==> src/rtl/auto_range_ctrl_pkg.sv <==
// Shared definitions for the auto-ranging gain controller.
//   ar_state_e      : controller state encoding (TRACK / SETTLE)
//   AR_* constants  : default parameter values used by the interface and top
package auto_range_pkg;

  typedef enum logic [0:0] {
    TRACK  = 1'b0,
    SETTLE = 1'b1
  } ar_state_e;

  localparam int AR_NCH          = 4;
  localparam int AR_DW           = 12;
  localparam int AR_DEPTH        = 5;
  localparam int AR_NRANGE       = 21;
  localparam int AR_GROUP        = 10;
  localparam int AR_SHORT_SETTLE = 16;
  localparam int AR_LONG_SETTLE  = 10000;

endpackage

==> src/rtl/auto_range_ctrl_if.sv <==
// Sample/control bundle of the auto-ranging controller.
//   ch_data      : NCH packed unsigned samples, channel k at [k*DW +: DW]
//   sample_valid : one-cycle strobe for a new ch_data set
//   hi_thr       : saturation threshold (inclusive)
//   lo_thr       : under-range threshold (inclusive)
//   hold         : blocks starting a range change
//   range_idx    : current gain range (0 = highest gain)
//   range_step   : one-cycle pulse on each range change
//   settling     : high while relays settle
//   sat_flag     : saturated at the lowest-gain range
// master drives the samples/thresholds, slave is the controller.
interface auto_range_ctrl_if
  import auto_range_pkg::*;
#(
  parameter int NCH    = AR_NCH,
  parameter int DW     = AR_DW,
  parameter int NRANGE = AR_NRANGE
);
  localparam int RW = $clog2(NRANGE);

  logic [NCH*DW-1:0] ch_data;
  logic              sample_valid;
  logic [DW-1:0]     hi_thr;
  logic [DW-1:0]     lo_thr;
  logic              hold;
  logic [RW-1:0]     range_idx;
  logic              range_step;
  logic              settling;
  logic              sat_flag;

  modport master (
    output ch_data, sample_valid, hi_thr, lo_thr, hold,
    input  range_idx, range_step, settling, sat_flag
  );

  modport slave (
    input  ch_data, sample_valid, hi_thr, lo_thr, hold,
    output range_idx, range_step, settling, sat_flag
  );

endinterface

==> src/rtl/auto_range_ctrl_history.sv <==
// Peak history window for the auto-ranging controller.
//   clk, rst_n   : clock, asynchronous active-low reset
//   shift_en     : push peak into entry 0 (older entries move toward DEPTH-1)
//   clear        : restart the fill count (takes priority over shift_en)
//   peak         : current per-sample peak
//   hi_thr/lo_thr: thresholds for the all-entries comparisons
//   full         : DEPTH samples collected since the last clear
//   hi_all       : every entry >= hi_thr
//   lo_all       : every entry <= lo_thr
module ar_history
  import auto_range_pkg::*;
#(
  parameter int NCH   = AR_NCH,
  parameter int DW    = AR_DW,
  parameter int DEPTH = AR_DEPTH
) (
  input  logic          clk,
  input  logic          rst_n,
  input  logic          shift_en,
  input  logic          clear,
  input  logic [DW-1:0] peak,
  input  logic [DW-1:0] hi_thr,
  input  logic [DW-1:0] lo_thr,
  output logic          full,
  output logic          hi_all,
  output logic          lo_all
);
  localparam int FW = $clog2(DEPTH + 1);

  if (NCH < 1 || DEPTH < 1) begin : g_bad_param
    $error("ar_history: NCH and DEPTH must be at least 1");
  end

  logic [DW-1:0] hist [DEPTH];
  logic [FW-1:0] fill;

  always_ff @(posedge clk or negedge rst_n) begin
    if (!rst_n) begin
      fill <= '0;
      for (int i = 0; i < DEPTH; i++) hist[i] <= '0;
    end else begin
      if (shift_en) begin
        hist[0] <= peak;
        for (int i = 1; i < DEPTH; i++) hist[i] <= hist[i-1];
      end
      // Stale entries are left in place after a clear; they are only
      // trusted again once DEPTH fresh samples have overwritten them.
      if (clear) fill <= '0;
      else if (shift_en && fill != FW'(DEPTH)) fill <= fill + 1'b1;
    end
  end

  always_comb begin
    hi_all = 1'b1;
    lo_all = 1'b1;
    for (int i = 0; i < DEPTH; i++) begin
      if (hist[i] < hi_thr) hi_all = 1'b0;
      if (hist[i] > lo_thr) lo_all = 1'b0;
    end
  end

  assign full = (fill == FW'(DEPTH));

endmodule

==> src/rtl/auto_range_ctrl.sv <==
// Auto-ranging gain controller: tracks the peak of NCH ADC channels over a
// DEPTH-sample window, steps the gain range up on sustained saturation or down
// on sustained under-range, then waits for the relays to settle.
//   clk   : clock, all state changes on the rising edge
//   rst_n : asynchronous active-low reset
//   bus   : auto_range_ctrl_if.slave (samples, thresholds, hold, range outputs)
module auto_range_ctrl
  import auto_range_pkg::*;
#(
  parameter int NCH          = AR_NCH,
  parameter int DW           = AR_DW,
  parameter int DEPTH        = AR_DEPTH,
  parameter int NRANGE       = AR_NRANGE,
  parameter int GROUP        = AR_GROUP,
  parameter int SHORT_SETTLE = AR_SHORT_SETTLE,
  parameter int LONG_SETTLE  = AR_LONG_SETTLE
) (
  input  logic             clk,
  input  logic             rst_n,
  auto_range_ctrl_if.slave bus
);
  localparam int RW = $clog2(NRANGE);
  localparam int CW = $clog2(LONG_SETTLE + 1);
  localparam logic [RW-1:0] RANGE_MAX = RW'(NRANGE - 1);
  localparam logic [0:0]    ST_TRACK  = TRACK;
  localparam logic [0:0]    ST_SETTLE = SETTLE;

  logic [DW-1:0] peak;
  logic          full, hi_all, lo_all;
  logic [0:0]    state;
  logic [RW-1:0] range_idx, next_idx;
  logic          range_step;
  logic [CW-1:0] settle_cnt;
  logic          in_track, go_up, go_dn, change, cross_group;

  always_comb begin
    peak = bus.ch_data[0 +: DW];
    for (int k = 1; k < NCH; k++)
      if (bus.ch_data[k*DW +: DW] > peak) peak = bus.ch_data[k*DW +: DW];
  end

  ar_history #(.NCH(NCH), .DW(DW), .DEPTH(DEPTH)) u_hist (
    .clk      (clk),
    .rst_n    (rst_n),
    .shift_en (bus.sample_valid && in_track),
    .clear    (change),
    .peak     (peak),
    .hi_thr   (bus.hi_thr),
    .lo_thr   (bus.lo_thr),
    .full     (full),
    .hi_all   (hi_all),
    .lo_all   (lo_all)
  );

  assign in_track = (state == ST_TRACK);
  // hi_all wins when both hold (misconfigured thresholds), even at the top limit.
  assign go_up  = in_track && full && !bus.hold && hi_all && (range_idx != RANGE_MAX);
  assign go_dn  = in_track && full && !bus.hold && !hi_all && lo_all && (range_idx != '0);
  assign change = go_up || go_dn;
  assign next_idx    = go_up ? range_idx + 1'b1 : range_idx - 1'b1;
  // Crossing into another relay group needs the long mechanical settle.
  assign cross_group = (int'(range_idx) / GROUP) != (int'(next_idx) / GROUP);

  always_ff @(posedge clk or negedge rst_n) begin
    if (!rst_n) begin
      state      <= ST_TRACK;
      range_idx  <= '0;
      range_step <= 1'b0;
      settle_cnt <= '0;
    end else begin
      range_step <= 1'b0;
      if (state == ST_TRACK) begin
        if (change) begin
          range_idx  <= next_idx;
          range_step <= 1'b1;
          settle_cnt <= cross_group ? CW'(LONG_SETTLE - 1) : CW'(SHORT_SETTLE - 1);
          state      <= ST_SETTLE;
        end
      end else begin
        if (settle_cnt == '0) state <= ST_TRACK;
        else settle_cnt <= settle_cnt - 1'b1;
      end
    end
  end

  assign bus.range_idx  = range_idx;
  assign bus.range_step = range_step;
  assign bus.settling   = (state == ST_SETTLE);
  assign bus.sat_flag   = (range_idx == RANGE_MAX) && full && hi_all;

endmodule
==> src/flat_wrapper.sv <==
// flat-port wrapper written by rule: the top's interface ports become plain ports
module auto_range_ctrl_flat import auto_range_pkg::*;
#(
  parameter int NCH          = AR_NCH,
  parameter int DW           = AR_DW,
  parameter int DEPTH        = AR_DEPTH,
  parameter int NRANGE       = AR_NRANGE,
  parameter int GROUP        = AR_GROUP,
  parameter int SHORT_SETTLE = AR_SHORT_SETTLE,
  parameter int LONG_SETTLE  = AR_LONG_SETTLE
)
  (clk, rst_n, bus_ch_data, bus_sample_valid, bus_hi_thr, bus_lo_thr, bus_hold, bus_range_idx, bus_range_step, bus_settling, bus_sat_flag);
  auto_range_ctrl_if #(.NCH(NCH), .DW(DW), .NRANGE(NRANGE)) bus_i ();
  input  logic clk;
  input  logic rst_n;
  input wire logic [$bits(bus_i.ch_data)-1:0] bus_ch_data;
  input wire logic [$bits(bus_i.sample_valid)-1:0] bus_sample_valid;
  input wire logic [$bits(bus_i.hi_thr)-1:0] bus_hi_thr;
  input wire logic [$bits(bus_i.lo_thr)-1:0] bus_lo_thr;
  input wire logic [$bits(bus_i.hold)-1:0] bus_hold;
  output wire logic [$bits(bus_i.range_idx)-1:0] bus_range_idx;
  output wire logic [$bits(bus_i.range_step)-1:0] bus_range_step;
  output wire logic [$bits(bus_i.settling)-1:0] bus_settling;
  output wire logic [$bits(bus_i.sat_flag)-1:0] bus_sat_flag;
  assign bus_i.ch_data = bus_ch_data;
  assign bus_i.sample_valid = bus_sample_valid;
  assign bus_i.hi_thr = bus_hi_thr;
  assign bus_i.lo_thr = bus_lo_thr;
  assign bus_i.hold = bus_hold;
  assign bus_range_idx = bus_i.range_idx;
  assign bus_range_step = bus_i.range_step;
  assign bus_settling = bus_i.settling;
  assign bus_sat_flag = bus_i.sat_flag;
  auto_range_ctrl #(.NCH(NCH), .DW(DW), .DEPTH(DEPTH), .NRANGE(NRANGE), .GROUP(GROUP), .SHORT_SETTLE(SHORT_SETTLE), .LONG_SETTLE(LONG_SETTLE)) u_core (.clk(clk), .rst_n(rst_n), .bus(bus_i));
endmodule
==> config.mk <==
export PLATFORM = sky130hd
export DESIGN_NAME = auto_range_ctrl_flat
export DESIGN_NICKNAME = d
export VERILOG_FILES = /design/src/rtl/auto_range_ctrl_pkg.sv /design/src/rtl/auto_range_ctrl_if.sv /design/src/rtl/auto_range_ctrl_history.sv /design/src/rtl/auto_range_ctrl.sv /design/src/flat_wrapper.sv
export SDC_FILE = /design/constraint.sdc
export NUM_CORES = 1
export LEC_CHECK = 0
export ABC_AREA = 0
export CAP_MARGIN = 30
export CORE_MARGIN = 2
export CORE_UTILIZATION = 55
export DETAILED_ROUTE_END_ITERATION = 8
export PLACE_DENSITY_LB_ADDON = 0.25
export SYNTH_ARGS = -nofsm -noshare
export SYNTH_HDL_FRONTEND = slang
export SYNTH_SLANG_ARGS = --single-unit
export TNS_END_PERCENT = 10
==> constraint.sdc <==
create_clock -name clk -period 7.26 [get_ports clk]
set_input_delay 2.178 -clock clk [delete_from_list [all_inputs] [get_ports clk]]
set_output_delay 2.178 -clock clk [all_outputs]
set_load 0.03 [all_outputs]
# Word-level counts from Yosys, hierarchy flattened

Index checks and enable logic that the tools add are counted.

Bits in registers: 84
Input port bits: 76
Word-level logic and storage cells: 80

$add $sub $neg: 4
Div/mod/pow operators: 2
$lt $le $gt $ge: 13
Equal/unequal tests: 6
Muxes and demuxes: 24
Bitwise gates (word level): 1
Reductions and logical operators: 20

Operator list:

| cell                                                                  | number |
|---|---|
| 12-bit > comparator                                                   | 8 |
| 6-bit by 5-bit divider with 32-bit output (second input constant)     | 2 |
| 12-bit < comparator                                                   | 5 |
| 14-bit 2-to-1 mux                                                     | 4 |
| 12-bit 2-to-1 mux                                                     | 3 |
| 32-bit inequality test                                                | 1 |
| 14-bit zero test                                                      | 1 |
| 1-bit 2-to-1 mux                                                      | 14 |
| 14-bit by 1-bit subtractor with 14-bit output (second input constant) | 1 |
| 1-bit logical AND                                                     | 11 |
| 3-bit 2-to-1 mux                                                      | 2 |
| 5-bit by 1-bit adder with 5-bit output (second input constant)        | 1 |
| 5-bit == test (second input constant)                                 | 1 |
| 5-bit 2-to-1 mux                                                      | 1 |
| 5-bit inequality test (second input constant)                         | 1 |
| 5-bit nonzero test                                                    | 1 |
| 5-bit by 1-bit subtractor with 5-bit output (second input constant)   | 1 |
| 2-bit AND reduction                                                   | 2 |
| 2-bit nonzero test                                                    | 2 |
| 3-bit by 1-bit adder with 3-bit output (second input constant)        | 1 |
| 3-bit == test (second input constant)                                 | 1 |
| 3-bit inequality test (second input constant)                         | 1 |
| 1-bit zero test                                                       | 2 |
| 2-bit inequality test (second input constant)                         | 1 |
| 2 further kinds                                                       | 2 |

# Longest topological paths before layout

Gate-level depths: netlist of the first run.

Word-level depth: 14
Depth in mapped cells: 31

# Hierarchy

Synthesis of the first run repeated with hierarchy kept, for this count alone.

Cells, all modules: 782
Area, all modules: 7504.7 um^2

Modules (own cells, without submodules):

| module          | instances | cells each | area an instance (um^2) | sequential area each (um^2) |
|---|---|---|---|---|
| ar_history      | 1         | 459        | 4885.9                  | 1576.5 |
| auto_range_ctrl | 1         | 323        | 2618.8                  | 525.5 |

# Worst setup path before layout of the first run

Ideal clock, no wire load.

Path type: input port to flip-flop
Start point: in bus_ch_data[5]
End point: reg u_core.u_hist.hist[54] (netlist bit)
Data arrival time: 7861 ps
Slack: -732 ps
Cell stages on the path: 31
Path through: inv_1 ha_1 a21o_1 a21oi_1 o21ai_0 a31o_2 a221oi_1 nand2b_1 clkbuf_1 buf_1 a21oi_1 ha_1 nor2b_1 o21a_1 o21a_1 o21ai_0 o211a_1 a21o_1 clkbuf_1 nor2_1 or2_2 ha_1 nor2b_1 o21a_1 o21a_1 o21a_1 o31ai_1 clkbuf_1 nor2_1 a21oi_1 o31ai_1

Word-level cells in the longest chain between the ends: 6

Ends and longest elaborated chain:

| item                | RTL line                      | RTL |
|---|---|---|
| start, declared     | flat_wrapper.sv:16            | `input wire logic [$bits(bus_i.ch_data)-1:0] bus_ch_data;` |
| 12-bit > comparator | auto_range_ctrl.sv:39         | `if (bus.ch_data[k*DW +: DW] > peak) peak = bus.ch_data[k*DW +: DW];` |
| 12-bit 2-to-1 mux * | auto_range_ctrl.sv:39         |  |
| 12-bit > comparator | auto_range_ctrl.sv:39         |  |
| 12-bit 2-to-1 mux * | auto_range_ctrl.sv:39         |  |
| 12-bit > comparator | auto_range_ctrl.sv:39         |  |
| 12-bit 2-to-1 mux * | auto_range_ctrl.sv:39         |  |
| end, declared       | auto_range_ctrl_history.sv:34 | `logic [DW-1:0] hist [DEPTH];` |

Every way passes the cells marked *; elsewhere a longest branch is shown, timed or not.
A chain may end at the register's enable or synchronous reset.

# Final worst setup path of the first run

Start point: in bus_hi_thr[7]
End point: out bus_sat_flag

Word-level cells in the longest chain between the ends: 7
Elaborated cells on any way between the ends: 11
Those cells by class: order compare (5); mux (5); reduce/logical (1)

Ends and longest elaborated chain:

| item                           | RTL line                      | RTL |
|---|---|---|
| start, declared                | flat_wrapper.sv:18            | `input wire logic [$bits(bus_i.hi_thr)-1:0] bus_hi_thr;` |
| 12-bit < comparator            | auto_range_ctrl_history.sv:57 | `if (hist[i] < hi_thr) hi_all = 1'b0;` |
| 1-bit 2-to-1 mux (4 in series) | auto_range_ctrl_history.sv:57 |  |
| 1-bit 2-to-1 mux *             | auto_range_ctrl_history.sv:57 |  |
| 1-bit logical AND *            | auto_range_ctrl.sv:89         | `assign bus.sat_flag = (range_idx == RANGE_MAX) && full && hi_all;` |
| end, declared                  | flat_wrapper.sv:24            | `output wire logic [$bits(bus_i.sat_flag)-1:0] bus_sat_flag;` |

Marked as above.

==> flow_summary_export.csv, run 1 <==
group,metric,value,unit
status,status,"finished, final reports clean",
sta,clock_skew,0.0117,ns
min_path,hp-class,"flop to flop",
place,dp_cells,1316,
critical_path,critPathLaunchType,"input pin",
critical_path,critPathTopFamily,"buffers and inverters",
route,ant_nets,0,
grt,antenna_found_initial,0,
final_layout,final_cell_mix,"197 x nand2_1, 162 x ha_1, 121 x buf_4",
critical_path,path_depth,13,
critical_path,crit_type,"input pin to output pin",
clock_network,clock-sinks,84,
run,max_cap_viol_count,0,
critical_path,worstPathRequired,5.08,ns
place,pre_cts_slack,-0.576,ns
route,drc,0,
floorplanning,die_area,15400,um2
grt,grt_pass1_wl,34500,um
grt,grt_pass1_vias,7496,
critical_path,endpoint_kind,"output pin",
sta,fmax,0.139,GHz
clock_network,cts_buffers,9,
power,power_density,154,nW/um2
place,port-buffer-count,83,
critical_path,crit_top_cell,"buf_4",
sta,hold_viol,0,
sta,tightest_slew,0.787,ns
clock_network,cts_max_level,3,
yosys,synth.ff_latch_count,84,
yosys,yosysSeqAreaShare,0.265,
yosys,synth_edf_count,0,
power,p_leak,5.52,nW
route,via_count,7721,
floorplanning,die_h,124,um
final_layout,diodes,0,
final_layout,area_growth_syn_to_layout,32.7,%
floorplanning,rows,43,
floorplanning,core_area,14000,um2
place,gp_congestion,0.901,
grt,grt_usage,0.282,
yosys,netlist-cell-type-count,65,
floorplanning,start_util,0.568,
critical_path,r2r_end,"u_core.settle_cnt[13]",
yosys,synth_nets,1206,
critical_path,path_cells,"clkdlybuf4s50_1, inv_1, buf_4, ha_1, nand2_1, nor3_1, a21oi_1, o21ai_0, o31ai_2, buf_4, or3_2, nor3_2, buf_4",
grt,grt_overflow,0,
sta,fin_crit_sh,0.988,
yosys,yosysTopAreaCellShare,0.265,
final_layout,finalNonFillerCells,1340,
critical_path,worstPathArrival,5.00,ns
yosys,synth-warning-count,0,
clock_network,root_buffer,"clkbuf_16",
yosys,synthFlopType,"dfrtp_1",
route,routed_wl,21600,um
route,drt_iter0_markers,518,
yosys,synth_top_area_cell,"dfrtp_1",
yosys,syn-cell-area,7940,um2
yosys,async_flop_share,1.00,
power,power,1.62,mW
critical_path,crit_path_max_fanout,4,
final_layout,mostFrequentLayoutCell,"nand2_1",
route,via_per_inst,5.76,
yosys,avgSynthCellArea,8.26,um2
yosys,synth_area_leaders,"dfrtp_1 26%, ha_1 26%, nand2_1 9.5%",
critical_path,crit_start,"bus_hi_thr[7]",
power,irDropWorstVdd,119,uV
clock_network,clk-insertion-delay-late,0.36,ns
floorplanning,fp.dieW,124,um
final_layout,fillers,1052,
critical_path,cpPeakStageDelay,0.46,ns
critical_path,rr_worst_depth,22,
critical_path,setup.worst_path.end,"bus_sat_flag",
floorplanning,io_pins,84,
sta,finalSetupViolations,0,
sta,slew-limit-headroom,0.469,
critical_path,r2r_setup_slack,2.20,ns
sta,slew_violations,0,
sta,setup_slack,0.0837,ns
clock_network,cts_tree,"done",
final_layout,drive_gt1_frac,0.192,
critical_path,crit_buf_inv,5,
route,wl_per_cell,16.2,um
final_layout,nNetsFinal,1400,
grt,grt_max_degree,68,
sta,tns,0,ns
final_layout,fin_util,0.753,
clock_network,cts_buffer_depth,2,
critical_path,cp_slowest_cell,"clkdlybuf4s50_1",
place,hpwlAfterDp,16400,um
clock_network,cts_hold_buf,0,
sta,fin_crit,7.18,ns
clock_network,clk_pin_slew,0.07,ns
yosys,syn_inst,961,
route,firstDrtPassIters,5,
critical_path,timing.rr.start,"u_core.u_hist.hist[26]",
[sequential cells by signal, summed over array words and instances, names as in the netlist]
name                   flops
u_core.settle_cnt         14
u_core.bus.range_step      1
u_core.u_hist.hist        60
u_core.u_hist.fill         3
u_core.bus.range_idx       5
u_core.bus.settling        1
[layer usage]
layer	part of all wire	wire length [um]	GRT usage
met5	0	0	0
met4	0.023	488	0.0794
met3	0.050	1080	0.0440
met2	0.50	10700	0.500
met1	0.43	9350	0.355
[how the worst min path moves through the flow]
stage          slack, ns  cells past startpoint                    from                      to
2_1_floorplan       0.46                      2  u_core.u_hist.hist[12]   u_core.u_hist.hist[0]
3_3_place_gp        0.48                      2  u_core.u_hist.hist[24]  u_core.u_hist.hist[12]
3_5_place_dp        0.49                      2  u_core.u_hist.hist[24]  u_core.u_hist.hist[12]
4_1_cts             0.51                      2  u_core.u_hist.hist[24]  u_core.u_hist.hist[12]
5_1_grt             0.56                      2  u_core.u_hist.hist[15]  u_core.u_hist.hist[15]
6_report            0.52                      2  u_core.u_hist.hist[12]   u_core.u_hist.hist[0]
[stage by stage]
step | cell area [um2] | hold slack [ns]
4_1_cts | 10300 | 0.512
3_3_place_gp | 9790 | 0.476
2_1_floorplan | 7990 | 0.463
6_report | 10500 | 0.517
5_1_grt | 10500 | 0.560
3_5_place_dp | 9810 | 0.495
[cells by family after synthesis]
group / after synthesis / synth area share
and+or+nand+nor: 392 / 0.226
DFF: 84 / 0.265
adders and majority gates: 169 / 0.267
AOI/OAI and AO/OA: 210 / 0.175
xor gates and xnor gates: 15 / 0.0175
muxes: 5 / 0.00693
buffers and inverters: 86 / 0.0429
[tightest hold or removal path, stage by stage, from the launching register on]
cell and delay, ns:
dfrtp_1 0.36, nand2_1 0.06, o21ai_0 0.07
[where the power goes]
group	leakage (nW)	internal (mW)	switching, mW	total, mW
sequential	1.09	0.508	0.0497	0.558
combinational	4.26	0.288	0.254	0.542
clock	0.164	0.308	0.213	0.522
[final cells by class]
cell class | count | area (um2) | share of cell area
Tap cell | 180 | 225 | 0.0214
Inverter | 61 | 229 | 0.0217
Sequential cell | 84 | 2100 | 0.200
Timing Repair Buffer | 208 | 1830 | 0.173
Clock buffer | 9 | 225 | 0.0214
Multi-Input combinational cell | 791 | 5820 | 0.553
Clock inverter | 7 | 105 | 0.00998
[synthesized netlist by cell type, types with 2 or more instances]
cell type / count
or2_2: 13
a21oi_1: 71
or3_1: 3
xor2_1: 6
nand2b_1: 8
nand4_1: 22
xnor2_1: 8
nor3_1: 21
nor4b_1: 2
or4_1: 4
dfrtp_1: 84
ha_1: 168
and4_1: 4
and2b_2: 2
o311ai_0: 3
buf_1: 4
nor2_1: 68
buf_6: 2
inv_1: 61
and3_1: 4
clkbuf_1: 17
nor4_1: 7
a211oi_1: 19
nand2_1: 200
a211o_1: 6
o21a_1: 9
nand3_1: 10
o211ai_1: 4
o21ai_0: 34
a31oi_1: 4
o211a_1: 3
o311a_1: 2
a41oi_1: 4
buf_2: 2
a21o_1: 20
nand3b_1: 2
o31ai_1: 15
nor4bb_1: 2
mux2i_1: 4
o41ai_1: 2
nor2b_1: 13
[what timing repair did]
action                     4_1_cts  5_1_grt
gates resized for setup         24       59
setup buffers                    3        4
setup endpoints to repair       16       17
pin swaps                       10       16
gates cloned                     1        0
Power figures use the tool's default switching activity.
==> run 2: changes to the inputs <==
- CORE_UTILIZATION: 55 -> 37
- SYNTH_HIERARCHICAL: default -> 1
==> run 2 against run 1 <==
- via count down 20%
- register-to-register slack better by 0.13 ns
- maximum frequency up 2.1%
- worst setup slack better by 0.15 ns
- final area down 9.1%
- first-iteration DRC count down 47%
- count of clock-buffer cells in the layout unchanged
- combinational power rose to 3.0 times the previous value
- die area up 39%
- highest routed layer unchanged
==> flow_summary_export.csv, run 2 <==
group,metric,value,unit
sta,slew-limit-headroom,0.663,
floorplanning,fp.dieW,146,um
yosys,syn_inst,782,
critical_path,worstPathRequired,5.08,ns
clock_network,root_buffer,"clkbuf_16",
clock_network,cts_buffer_depth,2,
route,firstDrtPassIters,4,
final_layout,top_register,"u_core/u_hist/hist",
sta,fin_crit,7.03,ns
power,switching_share,0.411,
grt,antenna_found_initial,0,
grt,grt_pass1_vias,6325,
critical_path,worstPathArrival,4.85,ns
final_layout,largestRegisters,"u_core/u_hist/hist (60), u_core/settle_cnt (14), u_core/bus.range_idx (5)",
final_layout,largest_register_ffs,60,
critical_path,critPathLaunchType,"input pin",
critical_path,path_cells,"clkdlybuf4s50_1, inv_1, buf_4, ha_1, a211o_1, a31oi_1, nor4_1, buf_4, o21ai_0, a22oi_1, o2111a_1, and3_1, dlygate4sd2_1",
yosys,async_flop_share,1.00,
power,power.net_switching,1.23,mW
clock_network,cts_buffers,9,
power,irDropWorstVdd,129,uV
clock_network,cts_max_level,3,
final_layout,finalNonFillerCells,1198,
critical_path,cp_slowest_cell,"clkdlybuf4s50_1",
yosys,synth_top_area_cell,"dfrtp_1",
final_layout,fin_util,0.478,
min_path,hp-class,"flop to flop",
final_layout,final_cell_mix,"158 x ha_1, 84 x dfrtp_1, 75 x clkdlybuf4s50_1",
critical_path,crit_buf_inv,5,
critical_path,timing.rr.start,"u_core/u_hist/hist[7]",
status,status,"finished, final reports clean",
place,gp_congestion,0.834,
min_path,hold_path_end,"u_core/settle_cnt[0]",
sta,fmax,0.142,GHz
sta,hold_viol,0,
critical_path,crit_type,"input pin to output pin",
power,internal_power,1.77,mW
critical_path,r2r_setup_slack,2.33,ns
critical_path,crit_top_cell,"buf_4",
final_layout,nNetsFinal,1160,
yosys,synthTopCellsByCount,"160 x ha_1, 84 x dfrtp_1, 65 x a21oi_1, 59 x mux2_2, 57 x nand2_1",
critical_path,rr_worst_depth,23,
final_layout,drive_gt1_frac,0.190,
place,dp_cells,1177,
floorplanning,core_area,20000,um2
route,wl_per_cell,14.6,um
route,drt_iter0_markers,277,
yosys,synth_nets,1019,
sta,fin_crit_sh,0.968,
min_path,whs_path_depth,1,
critical_path,endpoint_kind,"output pin",
yosys,synthFlopType,"dfrtp_1",
clock_network,clk_pin_slew,0.07,ns
clock_network,cts_tree,"done",
critical_path,cpPeakStageDelay,0.45,ns
power,seq_power_share,0.317,
yosys,synth_edf_count,0,
sta,clock_skew,0.0108,ns
power,pwr-share-clk,0.147,
route,drc,0,
final_layout,area_growth_syn_to_layout,27.6,%
sta,tightest_slew,0.504,ns
sta,slew_violations,0,
grt,grt_usage,0.172,
yosys,synth.ff_latch_count,84,
route,ant_nets,0,
final_layout,mostFrequentLayoutCell,"ha_1",
floorplanning,rows,52,
route,via_count,6157,
sta,finalSetupViolations,0,
yosys,netlist-cell-type-count,59,
floorplanning,start_util,0.375,
clock_network,clock-sinks,84,
critical_path,crit_start,"bus_hi_thr[2]",
run,max_cap_viol_count,0,
power,p_leak,4.52,nW
floorplanning,die_h,146,um
final_layout,stdcell_area,9580,um2
critical_path,crit_path_max_fanout,4,
floorplanning,die_area,21400,um2
route,via_per_inst,5.14,
place,placed_area,9090,um2
final_layout,diodes,0,
yosys,avgSynthCellArea,9.60,um2
grt,grt_pass1_wl,30400,um
critical_path,critPathTopFamily,"buffers and inverters",
power,combinationalPowerShare,0.536,
min_path,min_from,"u_core/settle_cnt[0]",
yosys,synth_area_leaders,"dfrtp_1 28%, ha_1 27%, mux2_2 8.9%",
power,power_density,313,nW/um2
yosys,yosysTopAreaCellShare,0.280,
floorplanning,io_pins,84,
yosys,synth.most_common_cell,"ha_1",
sta,rsz0062_at_grt,"false",
critical_path,r2r_end,"u_core/settle_cnt[10]",
place,port-buffer-count,83,
yosys,syn-cell-area,7500,um2
place,hpwlAfterDp,14100,um
yosys,yosysSeqAreaShare,0.280,
grt,grt_overflow,0,
clock_network,clk-insertion-delay-late,0.35,ns
grt,grt_max_degree,75,
route,routed_wl,17500,um
yosys,synth-warning-count,6,
## run 2: cells by family (layout without fill, tap and decap cells)
kind of cell	Yosys count	in the layout	synth area share
multiplexers	72	72	0.106
buffers and inverters	70	216	0.0357
AO/OA/AOI/OAI	185	185	0.155
AND/OR/NAND/NOR	196	196	0.138
flip-flops	84	84	0.280
XOR/XNOR	13	13	0.0152
adder cells (fa/ha/maj)	162	162	0.271
## run 2: worst reg2reg max path: cells and delay by family, from the launching register on
| family | cells | cell delay [ns] |
|---|---|---|
| adders and majority gates | 3 | 0.88 |
| AOI/OAI and AO/OA | 7 | 1.61 |
| DFF | 1 | 0.40 |
| xor gates and xnor gates | 1 | 0.17 |
| buffers and inverters | 4 | 0.50 |
| and+or+nand+nor | 8 | 1.29 |
## run 2: power groups by stage
stage	logic [mW]	registers [mW]	clock network, mW
6_report	1.61	0.952	0.441
5_1_grt	1.85	0.995	0.478
4_1_cts	1.58	0.953	0.456
3_5_place_dp	1.57	0.961	0
3_3_place_gp	1.52	0.954	0
2_1_floorplan	1.14	0.886	0
## run 2: how the worst max path moves through the flow
| stage | end | depth (start not counted) |
|---|---|---|
| 6_report | bus_sat_flag | 13 |
| 5_1_grt | u_core/u_hist/hist[48] | 28 |
| 4_1_cts | u_core/u_hist/hist[48] | 28 |
| 3_5_place_dp | u_core/u_hist/hist[48] | 28 |
| 3_3_place_gp | u_core/u_hist/hist[48] | 27 |
| 2_1_floorplan | u_core/u_hist/hist[52] | 28 |
## run 2: timing repair
action,4_1_cts,5_1_grt
pin swaps,0,9
setup buffers,0,3
resized for setup,1,44
hold buffers,0,0
gates cloned,0,1
endpoints found under the setup margin,1,15
## run 2: routing by layer
metal,share of wire,GRT usage,vias to the layer above
met4,0.014,0.0471,0
met2,0.45,0.278,102
met1,0.49,0.232,2860
met3,0.051,0.0391,15
li1,-,-,3180
met5,0,0,-
## run 2: area by class of cell
type                            count  area (um2)
Clock buffer                        9         225
Multi-Input combinational cell    628        5270
Timing Repair Buffer              145        1380
Sequential cell                    84        2100
Inverter                           55         206
Fill cell                        1956       10500
Tap cell                          270         338
Clock inverter                      7        58.8
## run 2: stage by stage
step                TNS, ns  setup slack (ns)  power, mW  hold WS, ns
floorplan                 0            0.0681       2.03        0.453
global placement      -1.91            -0.206       2.47        0.468
detailed placement    -4.24            -0.335       2.53        0.487
CTS                       0            0.0255       2.99        0.501
global route              0          0.000187       3.33        0.532
finish                    0             0.231       3.00        0.497
